<file path="src/rtl/imm_ext_pkg.sv">
// Shared definitions for the immediate-extension pipeline: mode encodings and default widths.
package imm_ext_pkg;

  localparam int unsigned IN_W_DEF  = 16;
  localparam int unsigned OUT_W_DEF = 32;

  typedef enum logic [1:0] {
    MODE_ZERO  = 2'b00,
    MODE_SIGN  = 2'b01,
    MODE_UPPER = 2'b10,
    MODE_RSVD  = 2'b11
  } imm_mode_e;

endpackage

</file>
<file path="src/rtl/imm_ext_core.sv">
// Combinational immediate extender: zero, sign or upper placement; reserved mode flags err.
module imm_ext_core
  import imm_ext_pkg::*;
#(
  parameter int unsigned IN_W  = IN_W_DEF,
  parameter int unsigned OUT_W = OUT_W_DEF
) (
  input  logic [IN_W-1:0]  imm,
  input  logic [1:0]       mode,
  output logic [OUT_W-1:0] data,
  output logic             err
);

  localparam int unsigned PadW = OUT_W - IN_W;

  logic [OUT_W-1:0] w_zext;
  logic [OUT_W-1:0] w_hi_mask;

  assign w_zext    = OUT_W'(imm);
  // Ones in the bits above the immediate; empty when OUT_W == IN_W.
  assign w_hi_mask = ~({OUT_W{1'b1}} >> PadW);

  always_comb begin
    data = w_zext;
    err  = 1'b0;
    case (imm_mode_e'(mode))
      MODE_ZERO:  data = w_zext;
      MODE_SIGN:  data = imm[IN_W-1] ? (w_zext | w_hi_mask) : w_zext;
      MODE_UPPER: data = w_zext << PadW;
      MODE_RSVD:  err  = 1'b1;
      default:    data = w_zext;
    endcase
  end

endmodule

</file>
<file path="src/rtl/imm_extend_pipe.sv">
// Immediate extender behind a 2-entry skid buffer with registered in_ready.
// Optional output-transfer counter enabled by macro IMM_EXTEND_PIPE_CNT_EN.
module imm_extend_pipe
  import imm_ext_pkg::*;
#(
  parameter int unsigned IN_W  = IN_W_DEF,
  parameter int unsigned OUT_W = OUT_W_DEF
) (
  input  logic             clk,
  input  logic             rst_n,
  input  logic             flush,
  input  logic             in_valid,
  output logic             in_ready,
  input  logic [IN_W-1:0]  in_imm,
  input  logic [1:0]       in_mode,
  output logic             out_valid,
  input  logic             out_ready,
  output logic [OUT_W-1:0] out_data,
  output logic             out_err
`ifdef IMM_EXTEND_PIPE_CNT_EN
 ,output logic [15:0]      xfer_cnt
`endif
);

  logic [OUT_W-1:0] w_ext_data;
  logic             w_ext_err;

  imm_ext_core #(
    .IN_W  (IN_W),
    .OUT_W (OUT_W)
  ) u_core (
    .imm  (in_imm),
    .mode (in_mode),
    .data (w_ext_data),
    .err  (w_ext_err)
  );

  logic             r_main_valid, w_main_valid_d;
  logic [OUT_W-1:0] r_main_data,  w_main_data_d;
  logic             r_main_err,   w_main_err_d;
  logic             r_skid_valid, w_skid_valid_d;
  logic [OUT_W-1:0] r_skid_data,  w_skid_data_d;
  logic             r_skid_err,   w_skid_err_d;
  logic             r_in_ready,   w_in_ready_d;

  logic w_in_xfer;
  logic w_out_xfer;

  assign w_in_xfer  = in_valid & r_in_ready;
  assign w_out_xfer = r_main_valid & out_ready;

  always_comb begin
    w_main_valid_d = r_main_valid;
    w_main_data_d  = r_main_data;
    w_main_err_d   = r_main_err;
    w_skid_valid_d = r_skid_valid;
    w_skid_data_d  = r_skid_data;
    w_skid_err_d   = r_skid_err;
    if (flush) begin
      w_main_valid_d = 1'b0;
      w_skid_valid_d = 1'b0;
    end else if (w_out_xfer) begin
      if (r_skid_valid) begin
        // in_ready was low, so no new input can compete with the skid entry.
        w_main_data_d  = r_skid_data;
        w_main_err_d   = r_skid_err;
        w_skid_valid_d = 1'b0;
      end else if (w_in_xfer) begin
        w_main_data_d  = w_ext_data;
        w_main_err_d   = w_ext_err;
      end else begin
        w_main_valid_d = 1'b0;
      end
    end else if (w_in_xfer) begin
      if (r_main_valid) begin
        w_skid_valid_d = 1'b1;
        w_skid_data_d  = w_ext_data;
        w_skid_err_d   = w_ext_err;
      end else begin
        w_main_valid_d = 1'b1;
        w_main_data_d  = w_ext_data;
        w_main_err_d   = w_ext_err;
      end
    end
    w_in_ready_d = ~w_skid_valid_d;
  end

  always_ff @(posedge clk or negedge rst_n) begin
    if (!rst_n) begin
      r_main_valid <= 1'b0;
      r_main_data  <= '0;
      r_main_err   <= 1'b0;
      r_skid_valid <= 1'b0;
      r_skid_data  <= '0;
      r_skid_err   <= 1'b0;
      r_in_ready   <= 1'b0;
    end else begin
      r_main_valid <= w_main_valid_d;
      r_main_data  <= w_main_data_d;
      r_main_err   <= w_main_err_d;
      r_skid_valid <= w_skid_valid_d;
      r_skid_data  <= w_skid_data_d;
      r_skid_err   <= w_skid_err_d;
      r_in_ready   <= w_in_ready_d;
    end
  end

  assign in_ready  = r_in_ready;
  assign out_valid = r_main_valid;
  assign out_data  = r_main_data;
  assign out_err   = r_main_err;

`ifdef IMM_EXTEND_PIPE_CNT_EN
  logic [15:0] r_xfer_cnt;

  always_ff @(posedge clk or negedge rst_n) begin
    if (!rst_n) begin
      r_xfer_cnt <= '0;
    end else if (flush) begin
      r_xfer_cnt <= '0;
    end else if (w_out_xfer && (r_xfer_cnt != 16'hFFFF)) begin
      r_xfer_cnt <= r_xfer_cnt + 16'd1;
    end
  end

  assign xfer_cnt = r_xfer_cnt;
`endif

endmodule

</file>
<file path="config.mk">
export PLATFORM = sky130hd
export DESIGN_NAME = imm_extend_pipe
export DESIGN_NICKNAME = d
export VERILOG_FILES = /design/src/rtl/imm_ext_pkg.sv /design/src/rtl/imm_ext_core.sv /design/src/rtl/imm_extend_pipe.sv
export SDC_FILE = /design/constraint.sdc
export NUM_CORES = 1
export LEC_CHECK = 0
export ABC_CLOCK_PERIOD_IN_PS = 2000
export CAP_MARGIN = 20
export CORE_UTILIZATION = 50
export CTS_BUF_LIST = sky130_fd_sc_hd__clkbuf_16
export CTS_CLUSTER_SIZE = 40
export DETAILED_ROUTE_END_ITERATION = 7
export PLACE_DENSITY = 0.76
export SETUP_SLACK_MARGIN = 0.15
export SLEW_MARGIN = 10
export SYNTH_ARGS = -nofsm -noshare
export SYNTH_HDL_FRONTEND = slang
export SYNTH_SLANG_ARGS = --single-unit
</file>
<file path="constraint.sdc">
create_clock -name clk -period 2 [get_ports clk]
set_clock_uncertainty 0.05 [all_clocks]
set_input_delay 0.5 -clock clk [delete_from_list [all_inputs] [get_ports clk]]
set_output_delay 0.5 -clock clk [all_outputs]
set_load 0.01 [all_outputs]
</file>
==> results of run 1 <==
-- cell families after synthesis --
logic type	count (synthesis)	synth area share [%]
AOI/OAI and AO/OA	52	11.6
adders and majority gates	3	1.07
buffers and inverters	33	5.33
DFF	69	49.4
and+or+nand+nor	38	5.90
muxes	83	26.7
-- timing repair --
action | in CTS | in global routing
endpoints found under the setup margin | 67 | 24
hold buffers | 1 | 0
endpoints found under the hold margin | 3 | 0
buffers inserted | 13 | 2
pin swaps | 4 | 2
cloned | 8 | 0
resized for setup | 58 | 10
-- worst max-delay path, stage by stage --
cell and delay [ps]:
sky130_fd_sc_hd__dlygate4sd2_1 250, sky130_fd_sc_hd__buf_4 150, sky130_fd_sc_hd__ha_4 170, sky130_fd_sc_hd__bufbuf_16 290, sky130_fd_sc_hd__a22oi_1 260, sky130_fd_sc_hd__o31ai_1 160
sky130_fd_sc_hd__mux2_4 280
-- flip-flops by register name, summed over array words and instances (netlist names) --
name	cells
in_ready	1
out_data	32
out_err	1
out_valid	1
r_skid_data	32
r_skid_err	1
r_skid_valid	1
-- cell usage in the layout (no fill, tap or decap), types with 2 or more instances in the layout --
cell / netlist / routed
sky130_fd_sc_hd__buf_6: 7 / 2
sky130_fd_sc_hd__dfrtp_1: 69 / 68
sky130_fd_sc_hd__nand2_1: 3 / 2
sky130_fd_sc_hd__clkdlybuf4s50_1: 0 / 50
sky130_fd_sc_hd__o31ai_1: 15 / 15
sky130_fd_sc_hd__clkinv_2: 0 / 2
sky130_fd_sc_hd__bufinv_16: 0 / 2
sky130_fd_sc_hd__buf_4: 0 / 21
sky130_fd_sc_hd__dlygate4sd2_1: 0 / 4
sky130_fd_sc_hd__nand4_1: 16 / 16
sky130_fd_sc_hd__bufbuf_16: 0 / 2
sky130_fd_sc_hd__mux2_1: 3 / 3
sky130_fd_sc_hd__mux2_4: 0 / 22
sky130_fd_sc_hd__ha_4: 0 / 2
sky130_fd_sc_hd__a22oi_2: 0 / 11
sky130_fd_sc_hd__inv_1: 5 / 4
sky130_fd_sc_hd__buf_16: 0 / 5
sky130_fd_sc_hd__nor2_1: 16 / 16
sky130_fd_sc_hd__clkbuf_16: 0 / 9
sky130_fd_sc_hd__o21a_1: 16 / 16
sky130_fd_sc_hd__a22oi_1: 15 / 4
sky130_fd_sc_hd__buf_12: 0 / 14
sky130_fd_sc_hd__mux2_2: 80 / 58
sky130_fd_sc_hd__buf_8: 0 / 3
-- area by class of cell --
type | count | area, sq um
clock buffer | 9 | 225
clock inverter | 7 | 90.1
fill | 392 | 1570
inverter | 5 | 18.8
multi-input combinational | 176 | 1750
sequential | 69 | 1730
tap | 80 | 100
timing repair buffer | 105 | 1270
-- metal layers --
layer / routed length, um / GRT usage [%] / part of all wire (%)
met2: 4800 / 44.4 / 48
met3: 581 / 6.16 / 5.8
met5: 0 / 0 / 0
met4: 365 / 15.5 / 3.6
met1: 4290 / 39.3 / 43
-- worst paths after layout --
check	from	endpoint	slack (ps)	cells past startpoint
worst max register to register	in_ready	r_skid_data[6]	140	9
worst min register to register	r_skid_data[4]	r_skid_data[4]	440	1
min in group asynchronous	rst_n	r_skid_valid	490	2
worst max-delay path	in_mode[0]	out_data[29]	100	7
max in group asynchronous	rst_n	out_data[1]	840	3
worst min-delay path	r_skid_data[4]	r_skid_data[4]	440	1
-- through the flow --
step	std cells	setup TNS (ps)	worst slack, ps
3_5_place_dp	411	-19640	-424
4_1_cts	449	0	123
5_1_grt	451	0	67.9
2_1_floorplan	278	0	151
6_report	451	0	103
3_3_place_gp	411	-18590	-398
-- where the power goes --
group,leakage (uW),switching (uW),internal (uW)
clock network,0.000153,608,1080
logic,0.00123,408,631
registers,0.000902,135,1630
total,0.00229,1150,3350
==> impl_summary.txt, run 1 <==
----------------------------------------------------
[Global routing]
  Pin count of the biggest net entering global routing ... 33
  GRT Resource Usage Total ... 29.1%
  Final global-route overflow total ... 0
  Vias in the first global route ... ~2800
  Global-route wire length before repair ... 15700 um
  Antenna violations before repair ... 0

[Route]
  Wire length after detailed routing ... 10000 um
  Avg WL per Cell ... ~22 um
  Routed vias/inst ... 6.19
  Total vias in the final route ... between 2000 and 3000
  Number of iterations in the first detailed-routing pass ... 4
  Antenna Violating Nets Remaining ... 0
  Number of remaining DRC errors ... 0
  Number of DRC violations after detailed-routing iteration 0 ... 180

[Run]
  Max-cap violations ... 0

[Timing]
  Total setup violations reported at the end of the flow ... 0
  Hold Slack ... between 400 and 500 ps
  Max-slew headroom ... 73.3%
  Worst Tran Pin Value ... 395 ps
  Tcrit/Tclk final ... 94.8%
  Number of hold-slack violations in the final timing report ... 0
  Max-slew violation count ... 0
  Setup repair after global routing missed its margin ... true
  Maximum achievable frequency ... 527 MHz
  Post-layout min period ... 1900 ps

[Final layout]
  Layout-stage area growth over the synthesis result ... 48.3%
  Final Instance Area ... roughly 0.0052 sq mm
  NumNets Final ... 392
  Fraction of layout instances using a drive strength above 1 ... between 40 and 50%
  Final core utilization ... 76.7%
  Count of inserted antenna diode cells ... 0

[Clock network]
  Clk Tree Root Cell ... sky130_fd_sc_hd__clkbuf_16
  Total number of clock tree sinks ... 69
  Longest Clk Path Bufs ... 2
  Later-pin clock latency in the skew report ... ~330 ps
  H-tree levels ... 3
  Clock Pin Slew Worst Setup and Hold Paths ... around 60 ps
  Clock tree from TritonCTS ... done
  Cts bufs inserted ... 9

[Power and ir drop]
  Ratio of total power to cell area ... approximately 870 mW/mm^2
  VDD IR-drop max ... 0.551 mV
  Static leakage power ... 0.00229 uW
  Total design power ... 4500 uW

[Placed design]
  HPWL after DPL ... 5210 um
  Buffers on Ports ... 57
  Standard cell area after detailed placement ... between 0.004 and 0.005 sq mm
  Final estimated routing congestion in global placement ... around 0.85

[Logic synthesis]
  Total standard cell area after synthesis ... 0.00350 sq mm
  Leading area contributor after synthesis ... sky130_fd_sc_hd__dfrtp_1
  Fraction of the yosys area taken by sequential cells ... between 40% and 50%
  Predominant post-synthesis flop cell ... sky130_fd_sc_hd__dfrtp_1
  Synth Area per Inst ... 12.6 sq um
  Number of storage elements in the synthesis netlist ... 69
  Warnings from Yosys ... 0
  Synthesized netlist net count ... around 300
  Top-area cell type share of the netlist area ... 49.4%
  Cell count after synthesis ... between 200 and 300
  Fraction of synthesis flops using an asynchronous set or reset pin ... 100%
  Number of enable flip-flop cells after synthesis ... 0
  Post-synth top cells ... 80 x sky130_fd_sc_hd__mux2_2, 69 x sky130_fd_sc_hd__dfrtp_1, 16 x sky130_fd_sc_hd__nand4_1, 16 x sky130_fd_sc_hd__nor2_1, 16 x sky130_fd_sc_hd__o21a_1
  Most common cell in the synthesized netlist ... sky130_fd_sc_hd__mux2_2
  Top cells by area in the synthesized netlist ... sky130_fd_sc_hd__dfrtp_1 49%, sky130_fd_sc_hd__mux2_2 26%, sky130_fd_sc_hd__o21a_1 3.4%, sky130_fd_sc_hd__a22oi_1 3.2%, sky130_fd_sc_hd__o31ai_1 3.2%
  Number of distinct library cells after synthesis ... 24

[Floorplanning]
  FP Rows ... 30
  Die footprint ... roughly 0.0073 sq mm
  Vertical die dimension ... 85.6 um
  Number of I/O pins ... 58
  Core region area ... between 0.006 and 0.007 sq mm
  Starting Density ... 51.8%
  Die Span X ... roughly 86 um

[Critical path]
  Startpoint kind of the worst setup timing path ... input port
  Sort of element at the end of the critical path ... flop
  Classification of the worst setup path ... input port to flop
  Critical path data required time ... between 2000 and 2500 ps
  Arrival time reported for the critical path endpoint ... 2060 ps
  Critical path peak fanout ... 16

[Min path]
  Path category of the worst min-delay check ... flop to flop

[Status]
  Run status ... finished clean

----------------------------------------------------
No activity file was read; power rests on OpenSTA's default activity.
==> run 2: changes to the inputs <==
RECOVER_POWER = 25   (was unset)
==> run 2 against run 1 <==
  * Fmax increased by 0.57%
  * Largest cell class unchanged
  * Critical path depth is the same
  * Total power is essentially flat
  * Utilization down 0.33 points
  * Routed wire length decreased by 0.45%
==> impl_summary.txt, run 2 (synthesis results as in run 1) <==
----------------------------------------------------
[Route]
  Number of remaining DRC errors ... 0 (unchanged)
  Routed vias/inst ... 6.15 (-0.57%)
  Avg WL per Cell ... 22.1 um (-0.45%)
  Detail Route met2 WL ... 4770 um (-0.73%)
  Top layer reached by signal wires ... met4
  Number of DRC violations after detailed-routing iteration 0 ... 210 (+17%)
  Antenna Violating Nets Remaining ... 0 (unchanged)
  Total vias in the final route ... 2774 (-0.57%)
  Wire length after detailed routing ... 9990 um (-0.45%)
  Wire length on met1 ... 4270 um (-0.42%)
  Number of iterations in the first detailed-routing pass ... 4 (unchanged)
  Met3 Routed Length ... 562 um (-3.3%)

[Power and ir drop]
  Static leakage power ... 0.00228 uW (-0.51%)
  VDD IR-drop max ... 0.555 mV (+0.77%)
  Ratio of total power to cell area ... 872 mW/mm^2 (+0.45%)
  Total design power ... 4500 uW (about the same)

[Floorplanning]
  Number of I/O pins ... 58 (unchanged)
  FP Rows ... 30 (unchanged)
  Die footprint ... 0.00733 sq mm (unchanged)
  Vertical die dimension ... 85.6 um (unchanged)
  Starting Density ... 51.8% (unchanged)
  Die Span X ... 85.6 um (unchanged)
  Core region area ... 0.00676 sq mm (unchanged)

[Run]
  Max-cap violations ... 0 (unchanged)

[Clock network]
  H-tree levels ... 3 (unchanged)
  Clock Pin Slew Worst Setup and Hold Paths ... 60 ps (about the same)
  Clock tree from TritonCTS ... done
  Total number of clock tree sinks ... 69 (unchanged)
  Cts bufs inserted ... 9 (unchanged)
  Clk Tree Root Cell ... sky130_fd_sc_hd__clkbuf_16
  Later-pin clock latency in the skew report ... 330 ps (about the same)
  Longest Clk Path Bufs ... 2 (unchanged)

[Critical path]
  Arrival time reported for the critical path endpoint ... 2050 ps (about the same)
  Sort of element at the end of the critical path ... flop
  Largest stage delay, worst path ... 290 ps (about the same)
  Startpoint kind of the worst setup timing path ... input port
  Critical path data required time ... 2170 ps (about the same)
  Cell family contributing the most delay on the critical path ... buffers and inverters
  Start point of the critical path ... in_mode[0]
  Slowest cell on the critical path ... sky130_fd_sc_hd__bufbuf_16
  Sum of buffers and inverters on the critical path ... 3 (unchanged)
  Reg2reg path depth ... 9 (unchanged)
  Classification of the worst setup path ... input port to flop
  Stages on the worst setup path ... 7 (unchanged)
  Cell-by-cell listing of the critical path ... dlygate4sd2_1 > buf_4 > ha_4 > bufbuf_16 > a22oi_1 > o31ai_1 > mux2_4
  Reg2Reg Launch Point ... in_ready
  Critical path peak fanout ... 16 (unchanged)

[Min path]
  Beginning of the worst hold path ... r_skid_data[4]
  Path category of the worst min-delay check ... flop to flop
  Hold Crit Depth ... 1 (unchanged)

[Final layout]
  Area of the multi-input gates ... 0.00175 sq mm (-0.14%)
  NumNets Final ... 392 (unchanged)
  Top library cells by usage in the layout, fill and taps aside ... 68 x sky130_fd_sc_hd__dfrtp_1, 58 x sky130_fd_sc_hd__mux2_2, 50 x sky130_fd_sc_hd__clkdlybuf4s50_1, 22 x sky130_fd_sc_hd__mux2_4, 20 x sky130_fd_sc_hd__buf_4
  Register cell area after layout ... 0.00173 sq mm (unchanged)
  Final-layout fill cell count ... 397 (+1.3%)
  Most common cell after layout, fill and taps aside ... sky130_fd_sc_hd__dfrtp_1
  Final Instance Area ... 0.00516 sq mm (-0.43%)
  Layout-stage area growth over the synthesis result ... 47.6%
  Count of inserted antenna diode cells ... 0 (unchanged)
  Final core utilization ... 76.4% (-0.33 points)
  Fraction of layout instances using a drive strength above 1 ... 43.1% (-0.81 points)

[Timing]
  Total setup violations reported at the end of the flow ... 0 (unchanged)
  Setup repair after global routing missed its margin ... true
  Maximum achievable frequency ... 530 MHz (+0.57%)
  Post-layout min period ... 1890 ps (-10.8 ps)
  Max-slew headroom ... 47.4% (-26 points)
  Number of hold-slack violations in the final timing report ... 0 (unchanged)
  Accumulated negative setup slack ... 0 ps (unchanged)
  Tcrit/Tclk final ... 94.3% (-0.54 points)
  Worst Tran Pin Value ... 790 ps (+394 ps)
  Max-slew violation count ... 0 (unchanged)

[Placed design]
  Buffers on Ports ... 57 (unchanged)
  Final estimated routing congestion in global placement ... 0.854 (unchanged)
  HPWL after DPL ... 5210 um (unchanged)
  Standard cell area after detailed placement ... 0.00426 sq mm (unchanged)

[Global routing]
  Pin count of the biggest net entering global routing ... 33 (unchanged)
  GRT Resource Usage Total ... 29.1% (unchanged)
  Final global-route overflow total ... 0 (unchanged)
  Vias in the first global route ... 2816 (unchanged)
  Antenna violations before repair ... 0 (unchanged)
  Global-route wire length before repair ... 15700 um (unchanged)

[Status]
  Run status ... finished clean

----------------------------------------------------
run 2: layer usage:
layer | global-route usage [%] | vias to the layer above
met3 | 6.16 | 33
li1 | - | 1205
met5 | 0 | -
met1 | 39.3 | 1407
met2 | 44.4 | 129
met4 | 15.5 | 0
run 2: repair_timing:
action                                  4_1_cts  5_1_grt
buffers inserted                             13        2
hold endpoints to repair                      3        0
pin swaps                                     4        2
hold buffers                                  1        0
gates cloned                                  8        0
endpoints found under the setup margin       67       24
resized for setup                            58       10
run 2: final timing paths:
check	to	slack, ps
max in group asynchronous	r_skid_data[15]	320
setup / recovery	out_data[29]	110
hold reg to reg	r_skid_data[4]	440
hold / removal	r_skid_data[4]	440
min in group asynchronous	r_skid_valid	520
setup reg to reg	r_skid_data[6]	130
run 2: report_power, final:
group,internal [uW],switching (uW)
Sequential,1630,135
Combinational,626,405
Clock,1080,616
Total,3340,1160
run 2: layout make-up:
class                           instances  share of cell area, %
Clock inverter                          7                   1.75
Inverter                                5                  0.364
Sequential cell                        69                   33.5
Tap cell                               80                   1.94
Clock buffer                            9                   4.36
Timing Repair Buffer                  105                   24.3
Multi-Input combinational cell        176                   33.8
run 2: through the flow:
| stage | std cells | setup slack (ps) | hold WS (ps) |
|---|---|---|---|
| 4_1_cts | 449 | 123 | 439 |
| 3_5_place_dp | 411 | -424 | 291 |
| 5_1_grt | 451 | 46.6 | 464 |
| 6_report | 451 | 114 | 443 |
| 3_3_place_gp | 411 | -398 | 288 |
| 2_1_floorplan | 278 | 151 | 154 |
